### config.mk
export PLATFORM = sky130hd
export DESIGN_NAME = mem_arbiter
export DESIGN_NICKNAME = d
export VERILOG_FILES = /design/src/rtl/mem_arbiter.sv
export SDC_FILE = /design/constraint.sdc
export NUM_CORES = 1
export LEC_CHECK = 0
export ABC_AREA = 1
export BUFFER_PORTS_ARGS = -buffer_cell sky130_fd_sc_hd__buf_2
export CORE_ASPECT_RATIO = 0.6
export CORE_MARGIN = 2
export CORE_UTILIZATION = 41
export DETAILED_ROUTE_END_ITERATION = 10
export GPL_TIMING_DRIVEN = 0
export PLACE_DENSITY = 0.8
export RECOVER_POWER = 100
export SLEW_MARGIN = 20
export SYNTH_ARGS = -nofsm -noshare
export SYNTH_HDL_FRONTEND = slang
export SYNTH_SLANG_ARGS = --single-unit
### constraint.sdc
create_clock -name clk -period 1.3 [get_ports clk]
set_input_delay 0.065 -clock clk [delete_from_list [all_inputs] [get_ports clk]]
set_output_delay 0.065 -clock clk [all_outputs]
set_load 0.02 [all_outputs]
### src/rtl/mem_arbiter.sv
// Two-requester (fetch/data) arbiter in front of a single-outstanding shared memory port.
// Define ARB_ROUND_ROBIN_EN for alternating grants on contention; default is fixed DATA priority.
module mem_arbiter #(
    parameter int ADDR_W = 32,
    parameter int DATA_W = 32
) (
    input  logic              clk,
    input  logic              rst,
    input  logic              i_req,
    input  logic [ADDR_W-1:0] i_addr,
    output logic              i_ack,
    output logic              i_rvalid,
    output logic [DATA_W-1:0] i_rdata,
    input  logic              d_req,
    input  logic [ADDR_W-1:0] d_addr,
    input  logic [3:0]        d_wea,
    input  logic [DATA_W-1:0] d_wdata,
    output logic              d_ack,
    output logic              d_rvalid,
    output logic [DATA_W-1:0] d_rdata,
    output logic              m_req,
    output logic [ADDR_W-1:0] m_addr,
    output logic [3:0]        m_wea,
    output logic [DATA_W-1:0] m_wdata,
    input  logic              m_ready,
    input  logic              m_rvalid,
    input  logic [DATA_W-1:0] m_rdata,
    output logic              stall
);

    typedef enum logic [1:0] {IDLE, REQ, RESP} state_t;
    typedef enum logic {FETCH = 1'b0, DATA = 1'b1} owner_t;

    state_t            state_q, state_d;
    owner_t            owner_q, owner_d;
    owner_t            last_owner_q, last_owner_d;
    logic [ADDR_W-1:0] addr_q, addr_d;
    logic [3:0]        wea_q, wea_d;
    logic [DATA_W-1:0] wdata_q, wdata_d;

    logic   complete;
    logic   arb_en;
    logic   grant;
    owner_t winner;

    // Completion may land in RESP, or in REQ when the memory accepts and answers in one cycle.
    always_comb begin
        complete = !rst && m_rvalid &&
                   ((state_q == RESP) || ((state_q == REQ) && m_ready));
        arb_en   = !rst && ((state_q == IDLE) || complete);
        grant    = arb_en && (i_req || d_req);
        if (i_req && d_req) begin
`ifdef ARB_ROUND_ROBIN_EN
            winner = (last_owner_q == FETCH) ? DATA : FETCH;
`else
            winner = DATA;
`endif
        end else if (d_req) begin
            winner = DATA;
        end else begin
            winner = FETCH;
        end
    end

    always_comb begin
        state_d      = state_q;
        owner_d      = owner_q;
        last_owner_d = last_owner_q;
        addr_d       = addr_q;
        wea_d        = wea_q;
        wdata_d      = wdata_q;
        if (grant) begin
            state_d      = REQ;
            owner_d      = winner;
            last_owner_d = winner;
            if (winner == DATA) begin
                addr_d  = d_addr;
                wea_d   = d_wea;
                wdata_d = d_wdata;
            end else begin
                addr_d  = i_addr;
                wea_d   = 4'b0000;
                wdata_d = '0;
            end
        end else if (complete) begin
            state_d = IDLE;
        end else if ((state_q == REQ) && m_ready) begin
            state_d = RESP;
        end
    end

    always_ff @(posedge clk) begin
        if (rst) begin
            state_q      <= IDLE;
            owner_q      <= FETCH;
            last_owner_q <= FETCH;
            addr_q       <= '0;
            wea_q        <= '0;
            wdata_q      <= '0;
        end else begin
            state_q      <= state_d;
            owner_q      <= owner_d;
            last_owner_q <= last_owner_d;
            addr_q       <= addr_d;
            wea_q        <= wea_d;
            wdata_q      <= wdata_d;
        end
    end

    // Every output is forced low while reset is held, independent of register contents.
    always_comb begin
        i_ack    = grant && (winner == FETCH);
        d_ack    = grant && (winner == DATA);
        i_rvalid = complete && (owner_q == FETCH);
        d_rvalid = complete && (owner_q == DATA);
        i_rdata  = i_rvalid ? m_rdata : '0;
        d_rdata  = d_rvalid ? m_rdata : '0;
        m_req    = !rst && (state_q == REQ);
        m_addr   = rst ? '0 : addr_q;
        m_wea    = rst ? '0 : wea_q;
        m_wdata  = rst ? '0 : wdata_q;
        stall    = !rst && (((state_q != IDLE) && !complete) ||
                            (i_req && !i_ack) || (d_req && !d_ack));
    end

endmodule

# ---- Word level (Yosys, flattened, before mapping)
# Cells that the tools add are included.
dict set report totals {
  ff_bits 71
  in_bits 138
  out_inout_bits 138
  elab_cells 51
}
dict set report op_classes {
  n_eq_ne 2
  mux 13
  bitwise 2
  n_reduce_logical 28
}
# operator count
set ops {}
lappend ops {{2-to-1 mux 32 bit} 6}
lappend ops {{logical AND 1 bit} 15}
lappend ops {{2-to-1 mux 4 bit} 2}
lappend ops {{logical OR 1 bit} 5}
lappend ops {{2-to-1 mux 1 bit} 5}
lappend ops {{logical NOT 1 bit} 4}
lappend ops {{nonzero test 3 bit} 1}
lappend ops {{OR reduction 3 bit} 1}
lappend ops {{equality test 2 x 1 -> 1 bit, second input constant} 1}
lappend ops {{equality test 2 bit, second input constant} 1}
lappend ops {{logical NOT 2 bit} 1}
lappend ops {{inverter 1 bit} 2}
lappend ops {{nonzero test 2 bit} 1}

# ---- Depth between registers and ports, before layout
dict set report logic_depth {
  depth_word 13
  ltp_mapped 10
  mapped_depth_nobuf 9
}

# ---- Worst setup path before layout
# OpenSTA, ideal clock, no wires.
dict set report synth_timing {
  path_kind {register -> output}
  from {register state_q[1]}
  to {output d_rdata[10]}
  arrival_time_ps 1524
  required_time_ps 1235
  path_slack_ps -289
  stages_incl_launch_ff 9
  n_path_buf 1
  path_cell_list {dfxtp_1 inv_2 nand3_1 nand2_1 nand2_2 nor2_1 inv_1 buf_2 nor2_1}
}
dict set report synth_between {
  elab_chain_cells 6
  word_cells_on_any_way 7
  classes_between {2 x eq/ne; 1 x mux; 4 x reduce/logical}
}
# element line_no
set synth_rtl {}
lappend synth_rtl {{start: declaration} 34} ;# state_t state_q, state_d;
lappend synth_rtl {{start signal: assignment} 101} ;# state_q <= state_d;
lappend synth_rtl {{equality test 2 x 1 -> 1 bit} 49} ;# ((state_q == RESP) || ((state_q == REQ) && m_ready));
lappend synth_rtl {{logical AND 1 bit} 49}
lappend synth_rtl {{logical OR 1 bit (*)} 49}
lappend synth_rtl {{logical AND 1 bit (*)} 48} ;# complete = !rst && m_rvalid &&
lappend synth_rtl {{logical AND 1 bit (*)} 115} ;# d_rvalid = complete && (owner_q == DATA);
lappend synth_rtl {{named net d_rvalid} 19} ;# output logic d_rvalid,
lappend synth_rtl {{2-to-1 mux 32 bit (*)} 117} ;# d_rdata = d_rvalid ? m_rdata : '0;
lappend synth_rtl {{end: declaration} 20} ;# output logic [DATA_W-1:0] d_rdata,
# Mark *: on every way through the listed nets, which the timed path passes. The rest lies on a longest branch.

# ---- Worst setup path in the final report
dict set report layout_timing {
  from {register state_q[1]}
  to {output i_rdata[19]}
}
dict set report layout_between {
  elab_chain_cells 6
  word_cells_on_any_way 7
  classes_between {2 x eq/ne; 1 x mux; 4 x reduce/logical}
}
# element line_no
set layout_rtl {}
lappend layout_rtl {{equality test 2 x 1 -> 1 bit} 49}
lappend layout_rtl {{logical AND 1 bit} 49}
lappend layout_rtl {{logical OR 1 bit (*)} 49}
lappend layout_rtl {{logical AND 1 bit (*)} 48}
lappend layout_rtl {{logical AND 1 bit (*)} 114} ;# i_rvalid = complete && (owner_q == FETCH);
lappend layout_rtl {{2-to-1 mux 32 bit (*)} 116} ;# i_rdata = i_rvalid ? m_rdata : '0;
lappend layout_rtl {{end: declaration} 13} ;# output logic [DATA_W-1:0] i_rdata,
# Every way passes the cells marked *; elsewhere a longest branch is shown, timed or not.

==> reports/metrics.csv <==
metric,value,unit
final setup fails,139,
Final Worst Setup Slack,-0.440,ns
Total GRT Usage,0.328,
largest cells by area after synthesis,"dfxtp_1, nand2_1, nor2_1",
clock sink count,71,
DR vias,5863,
Worst Tran Pin Value,0.675,ns
CTS tree,yes,
Clock Tree Buf Depth,2,
Syn Area/Cell,5.73,um^2
"Data required, critical path",1.24,ns
Die X,130,um
root buffer cell,clkbuf_16,
fin. max-slew vios,0,
WS Path Type,reg -> out,
period utilisation layout,1.34,
max-cap viol count,0,
status,"complete, but fails checks",
Starting DRT DRC Count,466,
final-stage net count,1171,
Clock Latency Late Sink,0.32,ns
"most used cell, CP",nor2_4,
post-route ant nets,0,
Syn Inst Count,678,
Crit-path slowest cell,dfxtp_4,
dominant cell type by area after synthesis,dfxtp_1,
Ports,276,
Worst Path Arrival,1.68,ns
worst reg-to-reg path cell count,13,
core area,0.00919,mm^2
fin crit period,1.74,ns
total CTS buffers,9,
drt first pass iters,6,
Die ar.,0.0103,mm^2
PortBufs,273,
placed cell count,1081,
Multi-input gate area,0.00268,mm^2
Place WS,-0.264,ns
Crit. End Element,output pin,
die height,79.4,um
share of the synthesized area in the top cell type,0.366,
Finished Cell Area,0.00803,mm^2
Synth cell types,19,
first-pass GRT wire length,26500,um
Layout area overhead,107,%
Residual DRC,0,
Hold WC Path Type,in -> reg,
fmax,0.575,GHz
worst hold path stage count,3,
max incr delay on CP,0.36,ns
share of cells above drive strength 1,0.444,
non-filler instance count after layout,1171,
Max H-tree Level,3,
register area,0.00143,mm^2
Max VDD drop,0.969,mV
register area share after synthesis,0.366,
mapped cell area,0.00388,mm^2
DP Wirelength,10500,um
GPL Wtd Cong,0.809,
Total Power,7.64,mW
FILL cells,513,
Synth Register Bits,71,
Power per Cell Area,951,mW/mm^2
syn_nets,816,
Via density,5.01,
Leakage,3.90,nW
critical path launch point type,flop,
crit-path cells,inv_4 > nand3_4 > nand2_4 > nand2_8 > nor2_4 > inv_6 > buf_12 > nor2_4 > buf_6,
Area after DPL,0.00590,mm^2
gr ovfl total,0,
vias in the first global route,5450,
# rows,27,
largest net degree at the start of global routing,14,
final wirelength,20000,um
failing checks,negative setup slack,
Worst slew margin,0.550,
Initial Util,0.423,
RSZ-0062 raised after global routing,yes,
initial antenna violation count,3,
DR WL/cell,17.1,um
Hold Fails Final Rpt,0,
"Reg clk slew, reported paths",0.06,ns
crit-path max FO,7,
YS warnings,0,
clock skew,0.00360,ns
final core occ,0.874,
[kinds of logic (layout without fill, tap and decap cells)]
group,Yosys count,count (layout),share of synthesized area
other,0,3,0
AO/OA/AOI/OAI,32,32,0.0419
flip-flops,71,71,0.366
AND/OR/NAND/NOR,423,423,0.430
buffers and inverters,152,512,0.162
[placed cells by master (no fill, tap or decap), drive strengths merged, types with 4 or more instances in the layout]
cell type    synthesis  final
nand2              252    252
a21oi               29     29
clkbuf              10     97
dlygate4sd3          0     35
nand3               30     30
inv                111    112
clkinvlp             0      4
nor2               141    141
buf                 30    262
dfxtp               71     71
[worst max-delay path, delay by kind of cell (launching register included)]
kind / cells / cell delay, ns
buffers and inverters: 4 / 0.46
AND/OR/NAND/NOR: 5 / 0.52
flip-flops: 1 / 0.36
[through the flow]
| step | hold WS (ns) | TNS (ns) |
|---|---|---|
| detailed placement | 0.254 | -24.70 |
| floorplan | 0.168 | -1.75 |
| global route | 0.0471 | -51.94 |
| CTS | 0.0174 | -27.69 |
| finish | 0.00603 | -44.42 |
| global placement | 0.254 | -22.10 |
[registers in the layout, summed over array words and instances (netlist names)]
name     cells
addr_q      32
wdata_q     32
wea_q        4
state_q      2
owner_q      1
[power by group]
part           internal, mW  total, mW  switching [mW]  leakage (nW)
combinational          1.26       2.85            1.59          3.19
sequential             2.40       2.52           0.127         0.582
clock                  1.30       2.27           0.967         0.126
[synthesized netlist by cell type]
master and n:
buf_4 8, nor2_4 2, buf_2 18, buf_1 3, nand2_1 249, buf_6 1, nand2_2 2, clkinv_1 1
clkbuf_1 10, nor2_1 138, o21ai_0 2, nand3_1 30, nand2_4 1, dfxtp_1 71, inv_2 1, nor2_8 1
o211ai_1 1, a21oi_1 29, inv_1 110
[repair_timing]
| item | CTS | global route |
|---|---|---|
| cloned | 4 | 8 |
| pin swaps | 6 | 11 |
| endpoints found under the setup margin | 139 | 160 |
| resized for setup | 169 | 172 |
| buffers inserted | 17 | 15 |
| hold buffers | 35 | 0 |
| endpoints found under the hold margin | 35 | 0 |
[area by class of cell]
cell class	count	share of cell area
Clock inverter	6	0.00561
Sequential cell	71	0.178
Multi-Input combinational cell	455	0.334
Tap cell	130	0.0202
Inverter	112	0.0547
Clock buffer	10	0.0285
Timing Repair Buffer	346	0.332
Buffer	38	0.0466
Antenna cell	3	0.000934
[worst paths after layout]
check | end | slack, ns | start
worst min-delay path | wdata_q[23] | 0.006 | d_wdata[23]
worst min register to register | addr_q[9] | 0.46 | addr_q[9]
worst max-delay path | i_rdata[19] | -0.44 | state_q[1]
worst max register to register | wdata_q[1] | -0.33 | state_q[1]
[per-layer routing]
metal	vias up	track usage	share of wire
li1	2687	-	-
met3	101	0.0992	0.099
met4	0	0.147	0.057
met2	385	0.589	0.49
met5	-	0	0
met1	2690	0.358	0.36
(Power assumes the default switching activity.)
